`config.mk`:
```
export PLATFORM = sky130hd
export DESIGN_NAME = dp_ctrl
export DESIGN_NICKNAME = d
export VERILOG_FILES = /design/src/rtl/dp_ctrl.sv
export SDC_FILE = /design/constraint.sdc
export NUM_CORES = 1
export LEC_CHECK = 0
export CORE_MARGIN = 4
export CORE_UTILIZATION = 50
export DETAILED_ROUTE_END_ITERATION = 12
export PLACE_DENSITY = 0.8
export REMOVE_ABC_BUFFERS = 1
export SYNTH_ARGS = -nofsm -noshare
export SYNTH_HDL_FRONTEND = slang
export SYNTH_SLANG_ARGS = --single-unit
```
`constraint.sdc`:
```
create_clock -name clk -period 2.1 [get_ports clk]
set_input_delay 0.42 -clock clk [delete_from_list [all_inputs] [get_ports clk]]
set_output_delay 0.42 -clock clk [all_outputs]
set_load 0.05 [all_outputs]
```
`src/rtl/dp_ctrl.sv`:
```
// Microsequencer for the 3-bit datapath DP: on a go pulse loads in1/in2 into
// RA/RB, executes op, optionally writes the ALU result back to RD.
module dp_ctrl #(
    parameter int AW = 2,
    parameter int CW = 8
) (
    input  logic          clk,
    input  logic          rst,
    input  logic          go,
    input  logic [1:0]    op,
    input  logic [AW-1:0] ra,
    input  logic [AW-1:0] rb,
    input  logic [AW-1:0] rd,
    input  logic          wb_en,
    output logic [1:0]    s1,
    output logic          we,
    output logic [AW-1:0] wa,
    output logic          rea,
    output logic [AW-1:0] raa,
    output logic          reb,
    output logic [AW-1:0] rab,
    output logic [1:0]    c,
    output logic          s2,
    output logic          busy,
    output logic          done,
    output logic [CW-1:0] op_cnt
);

    typedef enum logic [2:0] {
        IDLE,
        LD1,
        LD2,
        EXE,
        WB,
        DONE
    } state_t;

    state_t state, state_nx;

    logic [1:0]    op_q;
    logic [AW-1:0] ra_q, rb_q, rd_q;
    logic          wb_en_q;

    logic [1:0]    s1_nx;
    logic          we_nx;
    logic [AW-1:0] wa_nx;
    logic          rea_nx;
    logic [AW-1:0] raa_nx;
    logic          reb_nx;
    logic [AW-1:0] rab_nx;
    logic [1:0]    c_nx;
    logic          s2_nx;
    logic          busy_nx;
    logic          done_nx;

    // Outputs are decoded from the state being entered so they are registered
    // and valid for exactly the cycles the FSM spends in that state.
    always_comb begin
        state_nx = state;
        s1_nx    = '0;
        we_nx    = 1'b0;
        wa_nx    = '0;
        rea_nx   = 1'b0;
        raa_nx   = '0;
        reb_nx   = 1'b0;
        rab_nx   = '0;
        c_nx     = '0;
        s2_nx    = 1'b0;
        busy_nx  = 1'b0;
        done_nx  = 1'b0;

        case (state)
            IDLE:    if (go) state_nx = LD1;
            LD1:     state_nx = (ra_q == rb_q) ? EXE : LD2;
            LD2:     state_nx = EXE;
            EXE:     state_nx = wb_en_q ? WB : DONE;
            WB:      state_nx = DONE;
            DONE:    state_nx = IDLE;
            default: state_nx = IDLE;
        endcase

        // LD1 is only entered from IDLE, where the fields are latched on the
        // same edge, so its write address comes straight from the input.
        case (state_nx)
            LD1: begin
                s1_nx   = 2'b11;
                we_nx   = 1'b1;
                wa_nx   = ra;
                busy_nx = 1'b1;
            end
            LD2: begin
                s1_nx   = 2'b10;
                we_nx   = 1'b1;
                wa_nx   = rb_q;
                busy_nx = 1'b1;
            end
            EXE: begin
                rea_nx  = 1'b1;
                raa_nx  = ra_q;
                reb_nx  = 1'b1;
                rab_nx  = rb_q;
                c_nx    = op_q;
                s2_nx   = 1'b1;
                busy_nx = 1'b1;
            end
            WB: begin
                s1_nx   = 2'b00;
                we_nx   = 1'b1;
                wa_nx   = rd_q;
                rea_nx  = 1'b1;
                raa_nx  = ra_q;
                reb_nx  = 1'b1;
                rab_nx  = rb_q;
                c_nx    = op_q;
                busy_nx = 1'b1;
            end
            DONE: begin
                done_nx = 1'b1;
                busy_nx = 1'b1;
            end
            default: ;
        endcase
    end

    always_ff @(posedge clk or posedge rst) begin
        if (rst) begin
            state   <= IDLE;
            op_q    <= '0;
            ra_q    <= '0;
            rb_q    <= '0;
            rd_q    <= '0;
            wb_en_q <= 1'b0;
            s1      <= '0;
            we      <= 1'b0;
            wa      <= '0;
            rea     <= 1'b0;
            raa     <= '0;
            reb     <= 1'b0;
            rab     <= '0;
            c       <= '0;
            s2      <= 1'b0;
            busy    <= 1'b0;
            done    <= 1'b0;
            op_cnt  <= '0;
        end else begin
            state <= state_nx;
            s1    <= s1_nx;
            we    <= we_nx;
            wa    <= wa_nx;
            rea   <= rea_nx;
            raa   <= raa_nx;
            reb   <= reb_nx;
            rab   <= rab_nx;
            c     <= c_nx;
            s2    <= s2_nx;
            busy  <= busy_nx;
            done  <= done_nx;
            if (state == IDLE && go) begin
                op_q    <= op;
                ra_q    <= ra;
                rb_q    <= rb;
                rd_q    <= rd;
                wb_en_q <= wb_en;
            end
            if (state == DONE) op_cnt <= op_cnt + CW'(1);
        end
    end

endmodule
```
# Yosys cells after proc, flatten, opt, wreduce, memory -nomap -nowiden
# Cells that the tools add are included.
word_totals:
  ff_bits: 35
  latchBits: 0
  mem_bits_rw: 0
  romBits: 0
  in_bits: 12
  output_inout_bits: 24
  elab_cells: 48
  mem_count: 0
op_classes:
  addsub: 1
  mul: 0
  n_div: 0
  order_cmp: 0
  n_eq_ne: 11
  shift: 0
  n_mux: 14
  n_bitwise: 0
  n_reduce_logical: 5
op_table:
  columns: ["op", "n"]
  rows:
  - ["$pmux W3 S5", 1]
  - ["$eq A3 B2 Y1 const B", 4]
  - ["$eq A3 B3 Y1 const B", 4]
  - ["$add A8 B1 Y8 const B", 1]
  - ["$mux W1", 7]
  - ["$eq A3 B1 Y1 const B", 2]
  - ["$mux W2", 3]
  - ["$pmux W2 S3", 1]
  - ["$reduce_or A5 Y1", 1]
  - ["$pmux W2 S2", 1]
  - ["$logic_not A3 Y1", 1]
  - ["$mux W3", 1]
  - ["$reduce_or A3 Y1", 1]
  - ["$eq A2 B2 Y1", 1]
  - ["$reduce_or A2 Y1", 1]
  - ["$logic_and A1 B1 Y1", 1]

# Logic depth before layout (Yosys ltp)
# Gate-level depths: netlist (run 1).
logic_depth:
  word_depth: 6
  depth_mapped: 5
  mapped_depth_nobuf: 4

# Worst setup path before layout (run 1)
# Ideal clock, no wire load.
synth_timing:
  path_kind: "register -> register"
  start: "reg op_cnt[0]"
  end: "reg op_cnt[6]"
  t_arrival_ps: 1369
  required_ps: 2018
  path_slack_ps: 649
  stages_incl_launch_ff: 5
  path_buffers: 0
  period_less_slack_ps: 1451
  path_cell_list: "dfrtp_1 > ha_1 > nand2_1 > nor4_2 > xor2_1"
synth_via:
  elab_chain_len: 1
synth_lines:
  columns: ["element", "line", "rtl"]
  rows:
  - ["start: declaration", "26", "output logic [CW-1:0] op_cnt"]
  - ["start signal: assignment", "165", "if (state == DONE) op_cnt <= op_cnt + CW'(1);"]
  - ["$add A8 B1 Y8", "165", null]
# Every way passes these cells.
# A chain may end at the register's enable or synchronous reset.

# Final worst setup path (run 1)
layout_timing:
  start: "reg op_cnt[4]"
  end: "out op_cnt[4]"
# No word-level cell between the ends.

==> results of run 1 <==
-- flip-flops by register name, summed over array words and instances (netlist names), 2 cells and up --
signal  count
state       3
rd_q        2
op_q        2
raa         2
c           2
rab         2
op_cnt      8
ra_q        2
wa          2
rb_q        2
s1          2
-- cells in the mapped netlist, types with 2 or more instances --
| cell type | n | area, um2 |
|---|---|---|
| nand4_1 | 4 | 25.02 |
| nor2b_1 | 2 | 12.51 |
| nand3_1 | 3 | 15.01 |
| o211ai_1 | 2 | 15.01 |
| xnor2_1 | 6 | 52.55 |
| mux2_2 | 6 | 67.56 |
| a21oi_1 | 2 | 10.01 |
| nand3b_1 | 2 | 15.01 |
| o21ai_0 | 6 | 30.03 |
| buf_4 | 2 | 15.01 |
| and3_1 | 3 | 18.77 |
| buf_6 | 3 | 33.78 |
| a21o_1 | 2 | 15.01 |
| nand2_1 | 14 | 52.55 |
| nor2_1 | 4 | 15.01 |
| xor2_1 | 3 | 26.28 |
| dfrtp_1 | 35 | 875.8 |
| inv_1 | 8 | 30.03 |
-- cell families after synthesis --
kind of cell	count (synthesis)	synth area share, %
multiplexers	7	5.188
XOR/XNOR	9	5.272
buffers and inverters	14	5.522
AO/OA/AOI/OAI	17	8.034
flip-flops	35	58.58
adder cells (fa/ha/maj)	1	0.8367
AND/OR/NAND/NOR	40	16.57
-- final timing paths --
kind	depth (start not counted)	start	slack, ps	endpoint
max in group asynchronous	3	rst	1220	c[0]$_DFF_PP0_
setup / recovery	1	op_cnt[4]$_DFFE_PP0N_	90	op_cnt[4]
hold / removal	2	rst	370	s1[0]$_DFF_PP0_
setup reg to reg	3	state[0]$_DFF_PP0_	550	op_q[0]$_DFFE_PP0P_
min in group clk	1	op_cnt[7]$_DFFE_PP0N_	470	op_cnt[7]$_DFFE_PP0N_
hold reg to reg	1	op_cnt[7]$_DFFE_PP0N_	470	op_cnt[7]$_DFFE_PP0N_
-- routing by layer --
| metal | global-route usage, % | vias to the layer above | wire, um | share of wire, % |
|---|---|---|---|---|
| met1 | 18.08 | 514 | 1043 | 39 |
| met4 | 8.264 | 0 | 59 | 2.2 |
| met3 | 6.835 | 7 | 175 | 6.5 |
| li1 | - | 498 | - | - |
| met5 | 0 | - | 0 | 0 |
| met2 | 27.43 | 27 | 1394 | 52 |
-- layout make-up --
type / count / area share, %
inverter: 8 / 1.561
multi-input combinational: 74 / 27.91
tap: 31 / 2.017
timing repair buffer: 38 / 19.39
clock buffer: 8 / 3.578
sequential: 35 / 45.54
-- power groups by stage --
stage	Sequential, mW	Combinational (mW)	Clock, mW
5_1_grt	1.22	1.68	0.459
4_1_cts	1.17	1.58	0.422
3_3_place_gp	1.18	1.54	0
2_1_floorplan	1.70	0.544	0
3_5_place_dp	1.18	1.57	0
6_report	1.17	1.56	0.403
==> impl_metrics.py, run 1 <==
metrics = {
    "power": {
        "power.switching_fraction_pct": 44.94,
        "cellInternalPower_mw": 1.726,
        "power_leakage_nw": 0.8658,
        "power_mw": 3.134,
        "switching_power_mw": 1.408,
        "power.share.clock_pct": 12.9,
        "vdd_drop_max_mv": 0.8827,
        "power_per_cell_area_nw_per_um2": 1630,
        "power.sequential.fraction_pct": 37.3,
        "power_frac_comb_pct": 49.9,
    },
    "global_route": {
        "grt_pass1_vias": 1078,
        "initial_antenna_violation_count": 0,
        "grt_usage_pct": 16.50,
        "globalRoute.totalOverflow": 0,
        "first_pass_grt_wire_length_mm": 5.009,
        "grt_max_degree": 17,
    },
    "placed_design": {
        "placed_cell_count": 186,
        "hpwlAfterDp_mm": 2.002,
        "placed_area_um2": 1854,
        "pre_cts_ws_ps": 266.7,
        "portBuffers": 35,
        "routabilityCongestion": 0.8337,
    },
    "clocking": {
        "worst_setup_hold_path_clk_slew_ps": 100,
        "max_h_tree_level": 2,
        "post-cts-setup-buffer-count": 0,
        "cts.sinks": 35,
        "post_cts_hold_buffer_count": 0,
        "clk_latency_ps": 330,
        "cts_repair_resize_count": 0,
        "cts_tree": "built",
        "cts-root-buf": "clkbuf_4",
        "tritoncts.num_buffers": 5,
        "clock_tree_buffer_depth": 2,
    },
    "synthesis": {
        "yosysUniqueCellTypes": 34,
        "syn_area_um2": 1495,
        "synth_seq_cells": 35,
        "synth-edff-count": 0,
        "postSynthAreaPerCell_um2": 12.16,
        "postSynth.topFlopCell": "dfrtp_1",
        "syn-instance-count": 123,
        "synth_async_sr_flop_share_pct": 100.0,
        "synth_sequential_area_ratio_pct": 58.58,
        "yosys_warning_count": 0,
    },
    "timing": {
        "timing_max_transition_violations_final": 0,
        "setup_slack_ps": 87.38,
        "fin_worst_hold_slack_ps": 373.9,
        "finalWorstPathRequiredPeriod_ps": 2013,
        "timing.setup.tns_ps": 0,
        "maxSlewHeadroom_pct": 66.21,
        "rsz0062_at_grt": "false",
        "fmax_mhz": 496.9,
        "hold_violations": 0,
        "worstMarginPinSlew_ps": 505.2,
        "timing.final.crit_share_pct": 95.84,
        "setup_viol_count_final": 0,
        "final.setup_skew_ps": 6.124,
    },
    "setup_path": {
        "worst_ep_required_time_ps": 1680,
        "crit_buf_inv": 1,
        "critPathSlowestCell": "clkdlybuf4s50_1",
        "element_type_at_the_critical_path_end": "output port",
        "critPathMaxStageDelay_ps": 830,
        "timing.setup.critical_path_class": "reg -> out",
        "worst_path_fanout_max": 5,
        "worst-endpoint-arrival_ps": 1590,
        "cp-start-kind": "flop",
        "worstPathCellList": "clkdlybuf4s50_1",
        "cpLargestDelayFamily": "buffers and inverters",
    },
    "route": {
        "drt-pass1-iter-count": 4,
        "finalWirelength_mm": 2.673,
        "route.vias.total": 1046,
        "antenna_violating_nets_post_route": 0,
        "via_per_inst": 5.392,
        "drt-initial-drc-count": 25,
        "drc": 0,
        "drt-wirelength-per-cell_um": 13.78,
    },
    "flow_run": {
        "cap_violations": 0,
    },
    "layout": {
        "instances_no_fill": 194,
        "ff_latch_area_um2": 875.8,
        "filler_cell_count": 229,
        "multi_input_logic_area_um2": 536.8,
        "finish.utilization_pct": 68.55,
        "nNetsFinal": 175,
        "antenna_cells_inserted": 0,
        "areaGrowthSynthToFinish_pct": 28.62,
        "layout_common_cells": "dfrtp_1 (35), clkdlybuf4s50_1 (35), nand2_1 (14)",
        "layout.cell_area.non_filler_um2": 1923,
        "layout-drive-gt1-share_pct": 14.11,
    },
    "status": {
        "run_status": "finished, final reports clean",
    },
    "die": {
        "floorplan.rows": 19,
        "die_height_um": 62.69,
        "core_area_um2": 2805,
        "die_width_um": 62.69,
        "fp.dieArea_um2": 3929,
        "initial_core_util_pct": 53.30,
        "number_of_primary_i_o_pins": 36,
    },
    "min_path": {
        "worstHoldPathType": "in -> async",
    },
}
No activity file was read; power rests on OpenSTA's default activity.
==> run 2: changes to the inputs <==
--- a/config.mk
+++ b/config.mk
@@ -5,10 +5,11 @@
 export SDC_FILE = /design/constraint.sdc
 export NUM_CORES = 1
 export LEC_CHECK = 0
+export ABC_AREA = 1
 export CORE_MARGIN = 4
 export CORE_UTILIZATION = 50
 export DETAILED_ROUTE_END_ITERATION = 12
-export PLACE_DENSITY = 0.8
+export PLACE_DENSITY = 0.81
 export REMOVE_ABC_BUFFERS = 1
 export SYNTH_ARGS = -nofsm -noshare
 export SYNTH_HDL_FRONTEND = slang
==> run 2 against run 1 <==
Effect of this change: fmax is 0.48% higher; clock power is 1% higher; global-route usage grew 0.24 points.
==> impl_metrics.py, run 2 <==
metrics = {
    "status": {
        "run_status": "finished, final reports clean",
    },
    "setup_path": {
        "cp-start-kind": "flop",
        "timing.critical_path.depth": 1,
        "critPathSlowestCell": "clkdlybuf4s50_1",
        "worst-endpoint-arrival_ps": 1580,
        "timing.setup.critical_path_class": "reg -> out",
        "cpLargestDelayFamily": "buffers and inverters",
        "crit_buf_inv": 1,
        "worst_ep_required_time_ps": 1680,
        "rr_worst_depth": 5,
        "worst_path_fanout_max": 4,
        "element_type_at_the_critical_path_end": "output port",
        "critPathMaxStageDelay_ps": 830,
        "worstPathCellList": "clkdlybuf4s50_1",
    },
    "layout": {
        "layout.cell_area.non_filler_um2": 1929,
        "antenna_cells_inserted": 0,
        "layout-drive-gt1-share_pct": 15.30,
        "layout_common_cells": "nand2_1 (43), dfrtp_1 (35), clkdlybuf4s50_1 (35)",
        "top_regs": "op_cnt: 8 flops, state: 3 flops",
        "nNetsFinal": 195,
        "top_register": "op_cnt",
        "final_common_cell": "nand2_1",
        "largest_register_ff_count": 8,
        "areaGrowthSynthToFinish_pct": 29.91,
        "filler_cell_count": 222,
    },
    "global_route": {
        "first_pass_grt_wire_length_mm": 5.009,
        "grt_max_degree": 28,
        "grt_usage_pct": 16.74,
        "initial_antenna_violation_count": 0,
        "globalRoute.totalOverflow": 0,
        "grt_pass1_vias": 1123,
    },
    "die": {
        "core_area_um2": 2805,
        "fp.dieArea_um2": 3906,
        "die_width_um": 62.50,
        "floorplan.rows": 19,
        "number_of_primary_i_o_pins": 36,
        "initial_core_util_pct": 52.94,
        "die_height_um": 62.50,
    },
    "timing": {
        "rsz0062_at_grt": "false",
        "worstMarginPinSlew_ps": 502.3,
        "fmax_mhz": 499.3,
        "finalWorstPathRequiredPeriod_ps": 2003,
        "hold_violations": 0,
        "timing_max_transition_violations_final": 0,
        "final.setup_skew_ps": 10.69,
        "timing.setup.tns_ps": 0,
        "timing.final.crit_share_pct": 95.38,
        "setup_viol_count_final": 0,
        "maxSlewHeadroom_pct": 66.41,
    },
    "synthesis": {
        "leading_cell_type_by_number_of_instances_after_synthesis": "nand2_1",
        "compound_gate_portion_of_the_synthesized_area_pct": 7.245,
        "yosysTopAreaCellShare_pct": 58.97,
        "synth_seq_cells": 35,
        "synthTopCellsByArea": "dfrtp_1 (59%), nand2_1 (11%), inv_1 (3.0%)",
        "synth-edff-count": 0,
        "syn_area_um2": 1485,
        "postSynth.topFlopCell": "dfrtp_1",
        "area_share_of_fa_ha_maj_cells_after_synthesis_pct": 0.8425,
        "postSynthAreaPerCell_um2": 10.39,
        "synthMuxAreaShare_pct": 0,
        "syn-instance-count": 143,
        "synth_async_sr_flop_share_pct": 100.0,
        "synth_sequential_area_ratio_pct": 58.97,
        "synth_top_cell_by_area": "dfrtp_1",
        "yosys_warning_count": 0,
        "yosysUniqueCellTypes": 25,
        "synth_top_cells_by_count": "nand2_1 (43), dfrtp_1 (35), inv_1 (12)",
        "synth_xor_xnor_area_share_pct": 2.949,
        "synth_top_family_by_area": "simple AND/OR/NAND/NOR gates",
        "yosys.area_share.simple_pct": 24.18,
    },
    "route": {
        "finalWirelength_mm": 2.852,
        "drt-wirelength-per-cell_um": 13.33,
        "drt-initial-drc-count": 52,
        "route.vias.total": 1075,
        "via_per_inst": 5.023,
        "drc": 0,
        "drt-pass1-iter-count": 4,
        "antenna_violating_nets_post_route": 0,
    },
    "clocking": {
        "cts-root-buf": "clkbuf_4",
        "max_h_tree_level": 2,
        "worst_setup_hold_path_clk_slew_ps": 100,
        "post_cts_hold_buffer_count": 0,
        "cts.sinks": 35,
        "cts_repair_resize_count": 0,
        "clk_latency_ps": 340,
        "cts_tree": "built",
        "tritoncts.num_buffers": 5,
        "post-cts-setup-buffer-count": 0,
        "clock_tree_buffer_depth": 2,
    },
    "power": {
        "cellInternalPower_mw": 1.709,
        "power.share.clock_pct": 12.5,
        "power_frac_comb_pct": 53.2,
        "power.sequential.fraction_pct": 34.3,
        "power_per_cell_area_nw_per_um2": 1692,
        "vdd_drop_max_mv": 0.8713,
        "power_leakage_nw": 0.9247,
        "switching_power_mw": 1.555,
        "power.switching_fraction_pct": 47.63,
    },
    "placed_design": {
        "routabilityCongestion": 0.7948,
        "hpwlAfterDp_mm": 2.162,
        "portBuffers": 35,
        "placed_area_um2": 1861,
    },
    "flow_run": {
        "cap_violations": 0,
    },
    "min_path": {
        "worstHoldPathType": "in -> async",
    },
}
run 2: final cells by class:
| class | instances | area, um2 | share of cell area [%] |
|---|---|---|---|
| Inverter | 14 | 52.55 | 2.724 |
| Sequential cell | 35 | 875.8 | 45.40 |
| Tap cell | 31 | 38.79 | 2.010 |
| Clock buffer | 8 | 68.82 | 3.567 |
| Timing Repair Buffer | 36 | 370.4 | 19.20 |
| Multi-Input combinational cell | 90 | 523.0 | 27.11 |
run 2: path summary, 6_finish.rpt:
| check | end | start | slack (ps) |
|---|---|---|---|
| min reg2reg | op_q[1]$_DFFE_PP0P_ | op_q[1]$_DFFE_PP0P_ | 490 |
| max | op_cnt[0] | op_cnt[0]$_DFFE_PP0N_ | 100 |
| max reg2reg | ra_q[1]$_DFFE_PP0P_ | state[0]$_DFF_PP0_ | 600 |
| min in group clk | op_q[1]$_DFFE_PP0P_ | op_q[1]$_DFFE_PP0P_ | 490 |
| max in group asynchronous | op_q[1]$_DFFE_PP0P_ | rst | 1260 |
| min | op_cnt[6]$_DFFE_PP0N_ | rst | 370 |
run 2: kinds of logic after synthesis:
family	count (synthesis)
xor+xnor	5
fa+ha+maj	1
buf+inv	18
compound gates	14
simple gates	70
flops	35
run 2: routing by layer:
layer / share of wire, % / wire, um / up-vias / track usage (%)
li1: - / - / 533 / -
met1: 41 / 1175 / 507 / 18.00
met2: 50 / 1424 / 28 / 27.16
met3: 6.4 / 182 / 7 / 7.374
met4: 2.4 / 69 / 0 / 9.917
met5: 0 / 0 / - / 0
run 2: metrics by stage:
| step | util [%] | power (mW) | std cells | setup WS [ps] | hold WS (ps) |
|---|---|---|---|---|---|
| after floorplan | - | 2.349 | 139 | 645.5 | 441.8 |
| after global placement | 66.32 | 2.834 | 206 | 329.0 | 457.5 |
| after detailed placement | 66.32 | 2.894 | 206 | 307.3 | 472.5 |
| after CTS | 68.78 | 3.313 | 214 | 60.30 | 357.5 |
| after global routing | 68.78 | 3.497 | 214 | 6.330 | 356.6 |
| final | 68.78 | 3.265 | 214 | 97.09 | 365.5 |
run 2: power by group through the flow:
stage | clock, mW | sequential [mW] | combinational (mW)
floorplan | 0 | 1.70 | 0.650
global placement | 0 | 1.12 | 1.71
detailed placement | 0 | 1.14 | 1.75
CTS | 0.427 | 1.13 | 1.76
global route | 0.467 | 1.16 | 1.87
finish | 0.407 | 1.12 | 1.74
==> run 3: changes to the inputs <==
--- a/config.mk
+++ b/config.mk
@@ -10,7 +10,9 @@
 export CORE_UTILIZATION = 50
 export DETAILED_ROUTE_END_ITERATION = 12
 export PLACE_DENSITY = 0.81
+export RECOVER_POWER = 25
 export REMOVE_ABC_BUFFERS = 1
+export SLEW_MARGIN = 20
 export SYNTH_ARGS = -nofsm -noshare
 export SYNTH_HDL_FRONTEND = slang
 export SYNTH_SLANG_ARGS = --single-unit
==> run 3 against run 2 <==
Effect of this change: clock skew did not move; final cell count unchanged; via count barely moved; largest cell class unchanged; highest routed layer unchanged.
==> impl_metrics.py, run 3 (same netlist as run 2, synthesis figures left out) <==
metrics = {
    "die": {
        "fp.dieArea_um2": 3906,
        "initial_core_util_pct": 52.94,
        "die_height_um": 62.50,
        "die_width_um": 62.50,
        "number_of_primary_i_o_pins": 36,
        "floorplan.rows": 19,
        "core_area_um2": 2805,
    },
    "layout": {
        "layout_common_cells": "nand2_1 (43), dfrtp_1 (35), clkdlybuf4s50_1 (34)",
        "top_register": "op_cnt",
        "filler_cell_count": 224,
        "areaGrowthSynthToFinish_pct": 28.90,
        "top_regs": "op_cnt: 8 flops, state: 3 flops",
        "instances_no_fill": 214,
        "antenna_cells_inserted": 0,
        "largest_register_ff_count": 8,
        "final_common_cell": "nand2_1",
        "layout-drive-gt1-share_pct": 15.30,
        "nNetsFinal": 195,
    },
    "power": {
        "cellInternalPower_mw": 1.706,
        "power_leakage_nw": 0.9197,
        "power_per_cell_area_nw_per_um2": 1703,
        "vdd_drop_max_mv": 0.8708,
        "power.share.clock_pct": 12.5,
        "power_mw": 3.260,
        "switching_power_mw": 1.554,
        "power_frac_comb_pct": 53.2,
        "power.switching_fraction_pct": 47.68,
        "power.sequential.fraction_pct": 34.4,
    },
    "setup_path": {
        "critPathMaxStageDelay_ps": 830,
        "worst_path_fanout_max": 4,
        "timing.setup.critical_path_class": "reg -> out",
        "regToRegEndpoint": "ra_q[1]$_DFFE_PP0P_",
        "timing.critical_path.depth": 1,
        "crit_buf_inv": 1,
        "worstPathCellList": "clkdlybuf4s50_1",
        "timing.reg2reg.setup_slack_ps": 600,
        "cp-start-kind": "flop",
        "element_type_at_the_critical_path_end": "output port",
        "worst-endpoint-arrival_ps": 1580,
        "rr_worst_depth": 5,
        "worst_ep_required_time_ps": 1680,
        "regToRegStartpoint": "state[0]$_DFF_PP0_",
        "critPathSlowestCell": "clkdlybuf4s50_1",
        "cpLargestDelayFamily": "buffers and inverters",
    },
    "global_route": {
        "first_pass_grt_wire_length_mm": 5.009,
        "globalRoute.totalOverflow": 0,
        "initial_antenna_violation_count": 0,
        "grt_pass1_vias": 1123,
        "top_usage_layer": "met2",
        "groute.layer.met1.usage_pct": 18.00,
        "grt_usage_pct": 16.74,
        "global_route.usage.met3_pct": 7.374,
        "grt_max_degree": 28,
        "grt_use_met2_pct": 27.16,
    },
    "min_path": {
        "worstHoldPathType": "in -> async",
    },
    "clocking": {
        "cts-root-buf": "clkbuf_4",
        "cts.sinks": 35,
        "clock_tree_buffer_depth": 2,
        "clk_latency_ps": 340,
        "cts_tree": "built",
        "tritoncts.num_buffers": 5,
        "post-cts-setup-buffer-count": 0,
        "worst_setup_hold_path_clk_slew_ps": 100,
        "max_h_tree_level": 2,
        "cts_repair_resize_count": 0,
        "post_cts_hold_buffer_count": 0,
    },
    "route": {
        "drt-pass1-iter-count": 4,
        "drt-initial-drc-count": 66,
        "finalWirelength_mm": 2.850,
        "via_per_inst": 5.019,
        "route.vias.total": 1074,
        "drt-wirelength-per-cell_um": 13.32,
        "drc": 0,
        "antenna_violating_nets_post_route": 0,
    },
    "timing": {
        "setup_viol_count_final": 0,
        "final.setup_skew_ps": 10.69,
        "timing.setup.tns_ps": 0,
        "maxSlewHeadroom_pct": 56.54,
        "finalWorstPathRequiredPeriod_ps": 2003,
        "timing_max_transition_violations_final": 0,
        "fin_worst_hold_slack_ps": 477.5,
        "rsz0062_at_grt": "false",
        "hold_violations": 0,
        "fmax_mhz": 499.3,
        "worstMarginPinSlew_ps": 652.0,
        "timing.final.crit_share_pct": 95.38,
    },
    "placed_design": {
        "portBuffers": 35,
        "placed_cell_count": 206,
        "hpwlAfterDp_mm": 2.162,
        "routabilityCongestion": 0.7948,
    },
    "status": {
        "run_status": "finished, final reports clean",
    },
    "flow_run": {
        "cap_violations": 0,
    },
}
[run 3: cell types whose count changed in the layout (fill, tap and decap cells not counted), sizes merged]
cell	before	now
buf	1	0
clkbuf	8	9
clkdlybuf4s50	35	34
dlygate4sd3	0	1
[run 3: layer usage]
metal / vias up / wire length [um]
met5: - / 0
met3: 7 / 182
li1: 533 / -
met4: 0 / 69
met1: 506 / 1174
met2: 28 / 1424
[run 3: layout make-up]
class	instances	area (um2)	share of cell area [%]
Timing Repair Buffer	36	355.3	18.56
Tap cell	31	38.79	2.026
Inverter	14	52.55	2.745
Multi-Input combinational cell	90	523.0	27.32
Clock buffer	8	68.82	3.595
Sequential cell	35	875.8	45.75
[run 3: power by group through the flow]
| stage | Clock, mW | Sequential, mW | Combinational [mW] |
|---|---|---|---|
| floorplan | 0 | 1.70 | 0.650 |
| global placement | 0 | 1.12 | 1.71 |
| detailed placement | 0 | 1.14 | 1.75 |
| CTS | 0.427 | 1.13 | 1.76 |
| global route | 0.467 | 1.16 | 1.87 |
| finish | 0.407 | 1.12 | 1.73 |
[run 3: through the flow]
stage                     utilization, %  area [um2]  setup WS (ps)
after floorplan                        -        1451          645.5
after global placement             66.32        1861          329.0
after detailed placement           66.32        1861          307.3
after CTS                          68.78        1929          60.30
after global routing               68.24        1914          6.330
final                              68.24        1914          97.09
[run 3: how the worst max path moves through the flow]
stage               slack (ps)               endpoint                  start
finish                     100              op_cnt[0]  op_cnt[0]$_DFFE_PP0N_
global route                 6              op_cnt[3]  op_cnt[3]$_DFFE_PP0N_
detailed placement         310    ra_q[1]$_DFFE_PP0P_                     go
global placement           330        wa[1]$_DFF_PP0_                     go
floorplan                  650  op_cnt[7]$_DFFE_PP0N_  op_cnt[2]$_DFFE_PP0N_
CTS                         60              op_cnt[0]  op_cnt[0]$_DFFE_PP0N_
